<file path="src/rtl/mm_stream_mac_pkg.sv">
// Shared definitions for the streaming 3x3 * 3x1 matrix-vector MAC.
// Holds the default operand/product/result widths, the matrix dimension and the
// control FSM state encoding used by mm_stream_mac.
package mm_stream_mac_pkg;

   localparam int unsigned FACTOR_WIDTH_DEFAULT  = 8;
   localparam int unsigned PRODUCT_WIDTH_DEFAULT = 2 * FACTOR_WIDTH_DEFAULT;
   localparam int unsigned RESULT_WIDTH_DEFAULT  = 18;

   localparam int unsigned MM_DIM     = 3;
   localparam int unsigned MM_A_WORDS = MM_DIM * MM_DIM;
   localparam int unsigned MM_CNT_W   = 4;   // holds 0..MM_A_WORDS
   localparam int unsigned MM_IDX_W   = 2;   // holds 0..MM_DIM

   typedef enum logic [1:0] {
      MM_ST_LOAD_A  = 2'd0,
      MM_ST_LOAD_B  = 2'd1,
      MM_ST_COMPUTE = 2'd2,
      MM_ST_OUTPUT  = 2'd3
   } mm_state_e;

   // True in the states that accept operand words.
   function automatic logic mm_is_load(input mm_state_e st);
      return (st == MM_ST_LOAD_A) || (st == MM_ST_LOAD_B);
   endfunction

endpackage

</file>
<file path="src/rtl/mm_stream_mac_mac_unit.sv">
// mm_mac_unit: registered signed multiply-accumulate.
// Ports:
//   clk, rst_n  clock and asynchronous active-low reset
//   en          perform one MAC step on this edge
//   clr         start a new sum (accumulate onto zero instead of acc)
//   a, b        signed NBITS operands
//   acc         signed RESULT_WIDTH running sum
module mm_mac_unit
   import mm_stream_mac_pkg::*;
#(
   parameter int unsigned NBITS        = FACTOR_WIDTH_DEFAULT,
   parameter int unsigned RESULT_WIDTH = RESULT_WIDTH_DEFAULT
) (
   input  logic                    clk,
   input  logic                    rst_n,
   input  logic                    en,
   input  logic                    clr,
   input  logic [NBITS-1:0]        a,
   input  logic [NBITS-1:0]        b,
   output logic [RESULT_WIDTH-1:0] acc
);

   localparam int unsigned PW = 2 * NBITS;

   logic signed [PW-1:0]           prod;
   logic signed [RESULT_WIDTH-1:0] prod_ext;
   logic signed [RESULT_WIDTH-1:0] base;

   // Full-width signed product, sign-extended before accumulation.
   always_comb begin
      prod     = $signed(a) * $signed(b);
      prod_ext = RESULT_WIDTH'(prod);
      base     = clr ? '0 : $signed(acc);
   end

   always_ff @(posedge clk or negedge rst_n) begin
      if (!rst_n) begin
         acc <= '0;
      end else if (en) begin
         acc <= base + prod_ext;
      end
   end

endmodule

</file>
<file path="src/rtl/mm_stream_mac.sv">
// mm_stream_mac: streaming 3x3 * 3x1 matrix-vector multiplier using one MAC.
// Loads A (9 words, row-major) then B (3 words) over a valid/ready input,
// computes one product per cycle, then returns C[0..2] over a valid/ready output.
// Ports:
//   clk, rst_n                  clock and asynchronous active-low reset
//   in_data/in_valid/in_ready   operand stream
//   out_data/out_idx/out_last   result word, its row index, final-row flag
//   out_valid/out_ready         result handshake
//   busy                        high unless idle in LOAD_A with nothing loaded
module mm_stream_mac
   import mm_stream_mac_pkg::*;
#(
   parameter int unsigned NBITS        = FACTOR_WIDTH_DEFAULT,
   parameter int unsigned RESULT_WIDTH = RESULT_WIDTH_DEFAULT
) (
   input  logic                    clk,
   input  logic                    rst_n,
   input  logic [NBITS-1:0]        in_data,
   input  logic                    in_valid,
   output logic                    in_ready,
   output logic [RESULT_WIDTH-1:0] out_data,
   output logic [1:0]              out_idx,
   output logic                    out_last,
   output logic                    out_valid,
   input  logic                    out_ready,
   output logic                    busy
);

   mm_state_e state_q, state_d;

   logic [NBITS-1:0]        a_q   [MM_A_WORDS];
   logic [NBITS-1:0]        b_q   [MM_DIM];
   logic [RESULT_WIDTH-1:0] res_q [MM_DIM];

   logic [MM_CNT_W-1:0] ld_cnt_q, ld_cnt_d;
   logic [MM_CNT_W-1:0] mac_cnt_q, mac_cnt_d;
   logic [MM_IDX_W-1:0] col_q, col_d;
   logic [MM_IDX_W-1:0] row_q, row_d;
   logic [MM_IDX_W-1:0] out_row_q, out_row_d;
   logic [MM_IDX_W-1:0] out_row_nx;
   logic [MM_IDX_W-1:0] res_idx;

   logic                    out_valid_d, out_last_d, in_ready_d, busy_d;
   logic [RESULT_WIDTH-1:0] out_data_d;
   logic [1:0]              out_idx_d;

   logic                    in_fire, out_fire;
   logic                    a_wr, b_wr, res_wr;
   logic                    mac_en, mac_clr;
   logic [MM_CNT_W-1:0]     mac_idx;
   logic [NBITS-1:0]        mac_a, mac_b;
   logic [RESULT_WIDTH-1:0] mac_acc;

   assign in_fire  = in_valid && in_ready;
   assign out_fire = out_valid && out_ready;

   mm_mac_unit #(
      .NBITS        (NBITS),
      .RESULT_WIDTH (RESULT_WIDTH)
   ) u_mac (
      .clk   (clk),
      .rst_n (rst_n),
      .en    (mac_en),
      .clr   (mac_clr),
      .a     (mac_a),
      .b     (mac_b),
      .acc   (mac_acc)
   );

   // State register.
   always_ff @(posedge clk or negedge rst_n) begin
      if (!rst_n) begin
         state_q <= MM_ST_LOAD_A;
      end else begin
         state_q <= state_d;
      end
   end

   // Next-state, counter and output-register logic.
   always_comb begin
      state_d     = state_q;
      ld_cnt_d    = ld_cnt_q;
      mac_cnt_d   = mac_cnt_q;
      col_d       = col_q;
      row_d       = row_q;
      out_row_d   = out_row_q;
      out_valid_d = out_valid;
      out_data_d  = out_data;
      out_idx_d   = out_idx;
      out_last_d  = out_last;
      a_wr        = 1'b0;
      b_wr        = 1'b0;
      res_wr      = 1'b0;
      mac_en      = 1'b0;
      mac_clr     = 1'b0;
      mac_idx     = '0;
      out_row_nx  = out_row_q + 2'd1;
      res_idx     = row_q - 2'd1;

      unique case (state_q)
         MM_ST_LOAD_A: begin
            if (in_fire) begin
               a_wr = 1'b1;
               if (ld_cnt_q == MM_CNT_W'(MM_A_WORDS - 1)) begin
                  state_d  = MM_ST_LOAD_B;
                  ld_cnt_d = '0;
               end else begin
                  ld_cnt_d = ld_cnt_q + 4'd1;
               end
            end
         end

         MM_ST_LOAD_B: begin
            if (in_fire) begin
               b_wr = 1'b1;
               if (ld_cnt_q == MM_CNT_W'(MM_DIM - 1)) begin
                  state_d   = MM_ST_COMPUTE;
                  ld_cnt_d  = '0;
                  mac_cnt_d = '0;
                  col_d     = '0;
                  row_d     = '0;
               end else begin
                  ld_cnt_d = ld_cnt_q + 4'd1;
               end
            end
         end

         MM_ST_COMPUTE: begin
            // A row sum is complete in acc one cycle after its last MAC step;
            // the extra tenth cycle drains the final row into the buffer.
            res_wr = (col_q == '0) && (mac_cnt_q != '0);
            if (mac_cnt_q == MM_CNT_W'(MM_A_WORDS)) begin
               state_d     = MM_ST_OUTPUT;
               out_valid_d = 1'b1;
               out_row_d   = '0;
               out_idx_d   = '0;
               out_last_d  = 1'b0;
               out_data_d  = res_q[0];
            end else begin
               mac_en    = 1'b1;
               mac_clr   = (col_q == '0);
               mac_idx   = mac_cnt_q;   // row-major A index equals step count
               mac_cnt_d = mac_cnt_q + 4'd1;
               if (col_q == MM_IDX_W'(MM_DIM - 1)) begin
                  col_d = '0;
                  row_d = row_q + 2'd1;
               end else begin
                  col_d = col_q + 2'd1;
               end
            end
         end

         MM_ST_OUTPUT: begin
            if (out_fire) begin
               if (out_row_q == MM_IDX_W'(MM_DIM - 1)) begin
                  state_d     = MM_ST_LOAD_A;
                  out_valid_d = 1'b0;
                  out_last_d  = 1'b0;
               end else begin
                  out_row_d  = out_row_nx;
                  out_data_d = res_q[out_row_nx];
                  out_idx_d  = out_row_nx;
                  out_last_d = (out_row_nx == MM_IDX_W'(MM_DIM - 1));
               end
            end
         end

         default: state_d = MM_ST_LOAD_A;
      endcase

      in_ready_d = mm_is_load(state_d);
      busy_d     = !((state_d == MM_ST_LOAD_A) && (ld_cnt_d == '0));
   end

   // Operand selection for the MAC.
   always_comb begin
      mac_a = a_q[mac_idx];
      mac_b = b_q[col_q];
   end

   // Counters and registered outputs.
   always_ff @(posedge clk or negedge rst_n) begin
      if (!rst_n) begin
         ld_cnt_q  <= '0;
         mac_cnt_q <= '0;
         col_q     <= '0;
         row_q     <= '0;
         out_row_q <= '0;
         out_valid <= 1'b0;
         out_data  <= '0;
         out_idx   <= '0;
         out_last  <= 1'b0;
         in_ready  <= 1'b1;
         busy      <= 1'b0;
      end else begin
         ld_cnt_q  <= ld_cnt_d;
         mac_cnt_q <= mac_cnt_d;
         col_q     <= col_d;
         row_q     <= row_d;
         out_row_q <= out_row_d;
         out_valid <= out_valid_d;
         out_data  <= out_data_d;
         out_idx   <= out_idx_d;
         out_last  <= out_last_d;
         in_ready  <= in_ready_d;
         busy      <= busy_d;
      end
   end

   // Operand and result buffers.
   always_ff @(posedge clk or negedge rst_n) begin
      if (!rst_n) begin
         for (int i = 0; i < int'(MM_A_WORDS); i++) a_q[i] <= '0;
         for (int i = 0; i < int'(MM_DIM); i++) begin
            b_q[i]   <= '0;
            res_q[i] <= '0;
         end
      end else begin
         if (a_wr)   a_q[ld_cnt_q]        <= in_data;
         if (b_wr)   b_q[ld_cnt_q[1:0]]   <= in_data;
         if (res_wr) res_q[res_idx]       <= mac_acc;
      end
   end

endmodule

</file>
<file path="config.mk">
export PLATFORM = sky130hd
export DESIGN_NAME = mm_stream_mac
export DESIGN_NICKNAME = d
export VERILOG_FILES = /design/src/rtl/mm_stream_mac_pkg.sv /design/src/rtl/mm_stream_mac_mac_unit.sv /design/src/rtl/mm_stream_mac.sv
export SDC_FILE = /design/constraint.sdc
export NUM_CORES = 1
export LEC_CHECK = 0
export ABC_AREA = 1
export BUFFER_PORTS_ARGS = -buffer_cell sky130_fd_sc_hd__buf_4
export CAP_MARGIN = 0
export CORE_ASPECT_RATIO = 0.6
export CORE_UTILIZATION = 60
export CTS_CLUSTER_SIZE = 20
export DETAILED_ROUTE_END_ITERATION = 16
export PLACE_DENSITY = 0.74
export SLEW_MARGIN = 20
export SYNTH_ARGS = -nofsm -noshare
export SYNTH_HDL_FRONTEND = slang
export SYNTH_SLANG_ARGS = --single-unit
</file>
<file path="constraint.sdc">
create_clock -name clk -period 12.9 [get_ports clk]
set_input_delay 2.58 -clock clk [delete_from_list [all_inputs] [get_ports clk]]
set_output_delay 2.58 -clock clk [all_outputs]
set_load 0.02 [all_outputs]
</file>
# ---- Yosys cells after proc, flatten, opt, wreduce, memory -nomap -nowiden
# Index checks and enable logic that the tools add are counted.
dict set report totals {
  register_bits 206
  latch_bits 0
  ramBits 0
  rom_bits 0
  inputBits 12
  output_inout_bits 24
  elab_cells 159
  n_memories 0
}
dict set report classes {
  n_addsub 7
  mul 1
  n_div 0
  order_cmp 9
  eq_ne 18
  n_shift 0
  mux 70
  n_bitwise 6
  reduce_logical 21
}
# op count
set ops {}
lappend ops {{$mux 18} 7}
lappend ops {{$bwmux 72} 1}
lappend ops {{$bwmux 54} 1}
lappend ops {{$mux 8} 6}
lappend ops {{$bmux 18 s2} 1}
lappend ops {{$demux 18 s2} 1}
lappend ops {{$mux 4} 9}
lappend ops {{$pmux 18 s2} 1}
lappend ops {{$bmux 8 s4} 1}
lappend ops {{$demux 8 s4} 1}
lappend ops {{$mux 2} 16}
lappend ops {{$bwmux 24} 1}
lappend ops {{$add 18x16->18} 1}
lappend ops {{$bmux 8 s2} 1}
lappend ops {{$demux 8 s2} 1}
lappend ops {{$mul 8x8->16} 1}
lappend ops {{$ne 2x2->1 const B} 8}
lappend ops {{$pmux 4 s2} 2}
lappend ops {{$mux 1} 14}
lappend ops {{$ge 3x3->1 const B} 4}
lappend ops {{$not 2->3} 4}
lappend ops {{$pmux 2 s2} 3}
lappend ops {{$reduce_and 4->1} 3}
lappend ops {{$eq 2x2->1 const B} 5}
lappend ops {{other kinds (21)} 39}

# ---- Logic depth before layout (Yosys ltp)
dict set report logic_depth {
  ltp_word 9
  mapped_depth 30
  ltp_nobuf 30
}

# ---- By module
# From an unflattened synthesis, not the netlist that was laid out.
dict set report unflattened {
  cells_unflattened 1615
  area_unflattened_um2 13027.5
}
# module n_inst cells_each area_per_inst_um2
set modules_own_cells {}
lappend modules_own_cells {mm_stream_mac 1 1067 8785.9}
lappend modules_own_cells {mm_mac_unit 1 548 4241.6}

# ---- Least setup slack after synthesis
# OpenSTA, ideal clock, no wires.
dict set report synth_timing {
  kind {reg-to-reg}
  startpoint {register mac_cnt_q[0]}
  endpoint {register u_mac.acc[10]}
  arrival_ps 5489
  required_time_ps 12818
  slack_ps 7329
  path_stages_with_launch 21
  path_buffers 2
  path_cell_list {dfrtp_1 > ha_1 > nand3_2 > nand3_1 > buf_2 > buf_4 > nand3_1 > nand2_1 > nand2_1 > nor2_1 > fa_1 > fa_1 > fa_1 > fa_1 > ha_1 > ha_1 > nand2_1 > o21ai_0 > a21oi_1 > or2_2 > a31oi_1}
}
dict set report synth_between {
  elab_chain_len 9
  word_cells_on_any_way 14
  classes_between {add/sub (1); mul (1); eq/ne (1); mux (10); bitwise (1)}
}
# element line_no
set synth_rtl {}
lappend synth_rtl {{start: declaration} mm_stream_mac.sv:36} ;# logic [MM_CNT_W-1:0] mac_cnt_q, mac_cnt_d;
lappend synth_rtl {{start signal: assignment} mm_stream_mac.sv:197} ;# mac_cnt_q <= mac_cnt_d;
lappend synth_rtl {{$eq 4x4->1} mm_stream_mac.sv:132} ;# if (mac_cnt_q == MM_CNT_W'(MM_A_WORDS)) begin
lappend synth_rtl {{$mux 4} mm_stream_mac.sv:132}
lappend synth_rtl {{$mux 4} mm_stream_mac.sv:100} ;# unique case (state_q)
lappend synth_rtl {{$not 4->5 (implied by the code)} mm_stream_mac.sv:177} ;# mac_a = a_q[mac_idx];
lappend synth_rtl {{$bmux 8 s4} mm_stream_mac.sv:177}
lappend synth_rtl {{$mux 8 (implied by the code) (2 in series)} mm_stream_mac.sv:177}
lappend synth_rtl {{$mul 8x8->16} mm_stream_mac_mac_unit.sv:31} ;# prod = $signed(a) * $signed(b);
lappend synth_rtl {{$add 18x16->18} mm_stream_mac_mac_unit.sv:40} ;# acc <= base + prod_ext;
lappend synth_rtl {{end signal: assignment} mm_stream_mac_mac_unit.sv:40}
lappend synth_rtl {{end: declaration} mm_stream_mac_mac_unit.sv:20} ;# output logic [RESULT_WIDTH-1:0] acc
# Parallel ways exist; a longest one is shown, timed or not. The select of a mux whose other input is x is not followed.
# A chain may end at the register's enable or synchronous reset.

# ---- Worst setup path after layout
dict set report layout_timing {
  startpoint {register mac_cnt_q[0]}
  endpoint {register u_mac.acc[11]}
}
# Same word-level chain as after synthesis.

==> reports/metrics.cfg <==
[timing]
period_share_pct = 54.5
fin_tns_setup_ns = 0
maxSlewHeadroom_pct = 35.2
clock_skew_ns = 0.0131
fin_crit_ns = 7.04
finalSetupViolations = 0
timing.fmax_mhz = 142
drv_slew = 0
finalHoldViolCount = 0
fin_ws_ns = 5.86
tightest_slew_ns = 0.972
rsz0062_at_grt = false

[placement]
place_congestion = 0.899
io_buffers = 35
dpl.hpwl_mm = 22.8
pre_cts_ws_ns = 5.72
dp_cells = 1766
place_area_um2 = 13100

[floorplan]
rows = 40
core_area_um2 = 20300
die_h_um = 115
start_util_pct = 62.3
ios = 36
die_w_um = 190
die_area_um2 = 21700

[route]
vias = 10300
drt_iter0_drc = 1162
ant_nets = 0
drc = 0
drtPass1Iterations = 5
drt_wl_total_mm = 31.1
routedWlPerCell_um = 17.2
viasPerCell = 5.74

[clock_network]
htreeDepth = 1
cts_num_sinks = 206
cts_resized = 0
numCtsBuffers = 20
cts_hold_buf = 0
clockRootBuffer = clkbuf_16
clock_latency_ns = 0.50
clockBufferDepth = 3
post_cts_buffers = 0
cts_tree = built
path_clk_slew_ns = 0.07

[critical_path]
worstPathArrival_ns = 7.45
critPathKind = reg -> reg
crit_path_end_kind = register
path_max_fanout = 20
required_ns = 13.32
start_kind = register

[cells_and_area]
fillerInstances = 1744
drive_above_1_share_pct = 6.74
layout.nets = 1661
num_antenna_cells = 0
finalNonFillerCells = 1801
area_growth_pct = 8.51
final_cell_area_um2 = 13700

[grt]
grt.total_usage_pct = 30.4
grt_pass1_vias = 9576
grt_start_max_net_pins = 77
antenna_found_initial = 1
grt_pass1_wl_mm = 51.3
grt-ovfl-total = 0

[synthesis]
syn_nets = 1658
synth.distinct_cells = 37
syn_inst = 1512
synth_area_um2 = 12700
avgSynthCellArea_um2 = 8.38
yosys_warnings = 0
ys_seq_area_share_pct = 40.7
synth_seq_cells = 206

[worst_hold_path]
hp-class = reg -> reg

[status]
outcome = complete, no violations

[flow_run]
cap_violations = 0

[per-layer routing]
metal	vias up	part of all wire (%)	track usage [%]
met2	458	38	40.1
met5	-	0	0
met3	35	12	8.12
met4	0	1.2	4.35
met1	4961	49	49.9
li1	4885	-	-
[kinds of logic (layout without fill, tap and decap cells)]
group | count (synthesis) | after routing | share of synthesized area (%)
AND/OR/NAND/NOR | 622 | 622 | 20.9
AO/OA/AOI/OAI | 301 | 301 | 12.5
buffers and inverters | 241 | 257 | 7.43
flip-flops | 206 | 206 | 40.7
adder cells (fa/ha/maj) | 134 | 134 | 18.0
XOR/XNOR | 8 | 8 | 0.553
[state kept, by name (all words and copies together), names as in the netlist]
| register | cells |
|---|---|
| out_data | 18 |
| out_last | 1 |
| u_mac.acc | 18 |
| a_q | 72 |
| res_q | 54 |
| row_q | 2 |
| in_ready | 1 |
| busy | 1 |
| b_q | 24 |
| state_q | 2 |
| col_q | 2 |
| out_valid | 1 |
| mac_cnt_q | 4 |
| ld_cnt_q | 4 |
| out_row_q | 2 |
[final timing paths]
| check | start | endpoint | slack, ns | cells past startpoint |
|---|---|---|---|---|
| setup / recovery | mac_cnt_q[0] | u_mac.acc[11] | 5.86 | 22 |
| hold / removal | res_q[27] | res_q[27] | 0.48 | 2 |
| setup reg to reg | mac_cnt_q[0] | u_mac.acc[11] | 5.86 | 22 |
| hold reg to reg | res_q[27] | res_q[27] | 0.48 | 2 |
| max in group asynchronous | rst_n | u_mac.acc[15] | 9.40 | 2 |
| min in group asynchronous | rst_n | ld_cnt_q[1] | 2.07 | 1 |
[final cells by class]
type	instances	area (um^2)	share of cell area [%]
Multi-Input combinational cell	1065	6580	47.8
Sequential cell	206	5160	37.5
Inverter	179	673	4.90
Clock buffer	29	586	4.26
Tap cell	273	342	2.49
Timing Repair Buffer	43	329	2.39
Clock inverter	6	82.6	0.601
[layout by cell type, fill, tap and decap left out, types with 2 or more instances in the layout]
master and instances:
o21bai_1 6, fa_1 80, nand2_2 2, nor2_1 83, clkbuf_8 4, xor2_1 4
xnor2_1 4, a21oi_1 25, o22ai_1 6, nand3_2 7, clkbuf_16 21, clkinv_2 4
nor2_4 2, dfrtp_1 205, buf_4 42, nand2_1 384, or2_2 2, inv_1 168
o21a_1 9, o21ai_0 227, inv_2 9, o211ai_1 6, ha_1 54, nor2_2 2
clkbuf_1 5, a31oi_1 3, o21ai_1 17, nand3_1 112, bufinv_16 2, nand4_1 23
[worst max-delay path, cell delays in order, from the launching register on]
cell	delay, ns
dfrtp_1	0.58
ha_1	0.32
nand3_2	0.24
nand3_1	0.59
inv_2	0.42
nand3_1	0.14
nand3_1	0.09
nand3_1	0.24
nand2_1	0.21
nor2_1	0.08
fa_1	0.47
fa_1	0.55
inv_1	0.05
fa_1	0.48
inv_1	0.05
fa_1	0.47
ha_1	0.30
ha_1	0.40
nand2_1	0.12
o21ai_0	0.53
a21oi_1	0.16
or2_2	0.31
a31oi_1	0.14
[through the flow]
step / util [%] / hold WS [ns]
2_1_floorplan: - / 0.448
3_3_place_gp: 64.3 / 0.460
3_5_place_dp: 64.3 / 0.468
4_1_cts: 67.6 / 0.484
5_1_grt: 67.6 / 0.500
6_report: 67.6 / 0.479
[synthesized netlist by cell type]
library cell	number	share of area [%]
a21oi_1	25	0.99
a221oi_2	1	0.12
a31oi_1	3	0.15
buf_2	19	0.75
buf_4	1	0.059
buf_6	1	0.089
clkbuf_1	41	1.2
clkinv_1	1	0.030
clkinv_2	1	0.039
dfrtp_1	205	41
dfstp_2	1	0.21
fa_1	80	13
ha_1	54	5.3
inv_1	168	5.0
inv_2	9	0.27
nand2_1	384	11
nand2_2	2	0.099
nand3_1	112	4.4
nand3_2	7	0.55
nand3_4	1	0.14
nand3b_1	1	0.059
nand4_1	23	1.1
nor2_1	84	2.5
nor2_2	1	0.049
nor2_4	2	0.18
nor2_8	1	0.16
nor3_1	1	0.039
o211ai_1	6	0.36
o21a_1	9	0.53
o21ai_0	227	9.0
o21ai_1	18	0.71
o21bai_1	6	0.36
o22ai_1	6	0.30
or2_0	1	0.049
or2_2	2	0.099
xnor2_1	4	0.28
xor2_1	4	0.28
Power is not shown: default switching activity piles up to over one toggle a cycle in this logic, so the estimate is an artifact.
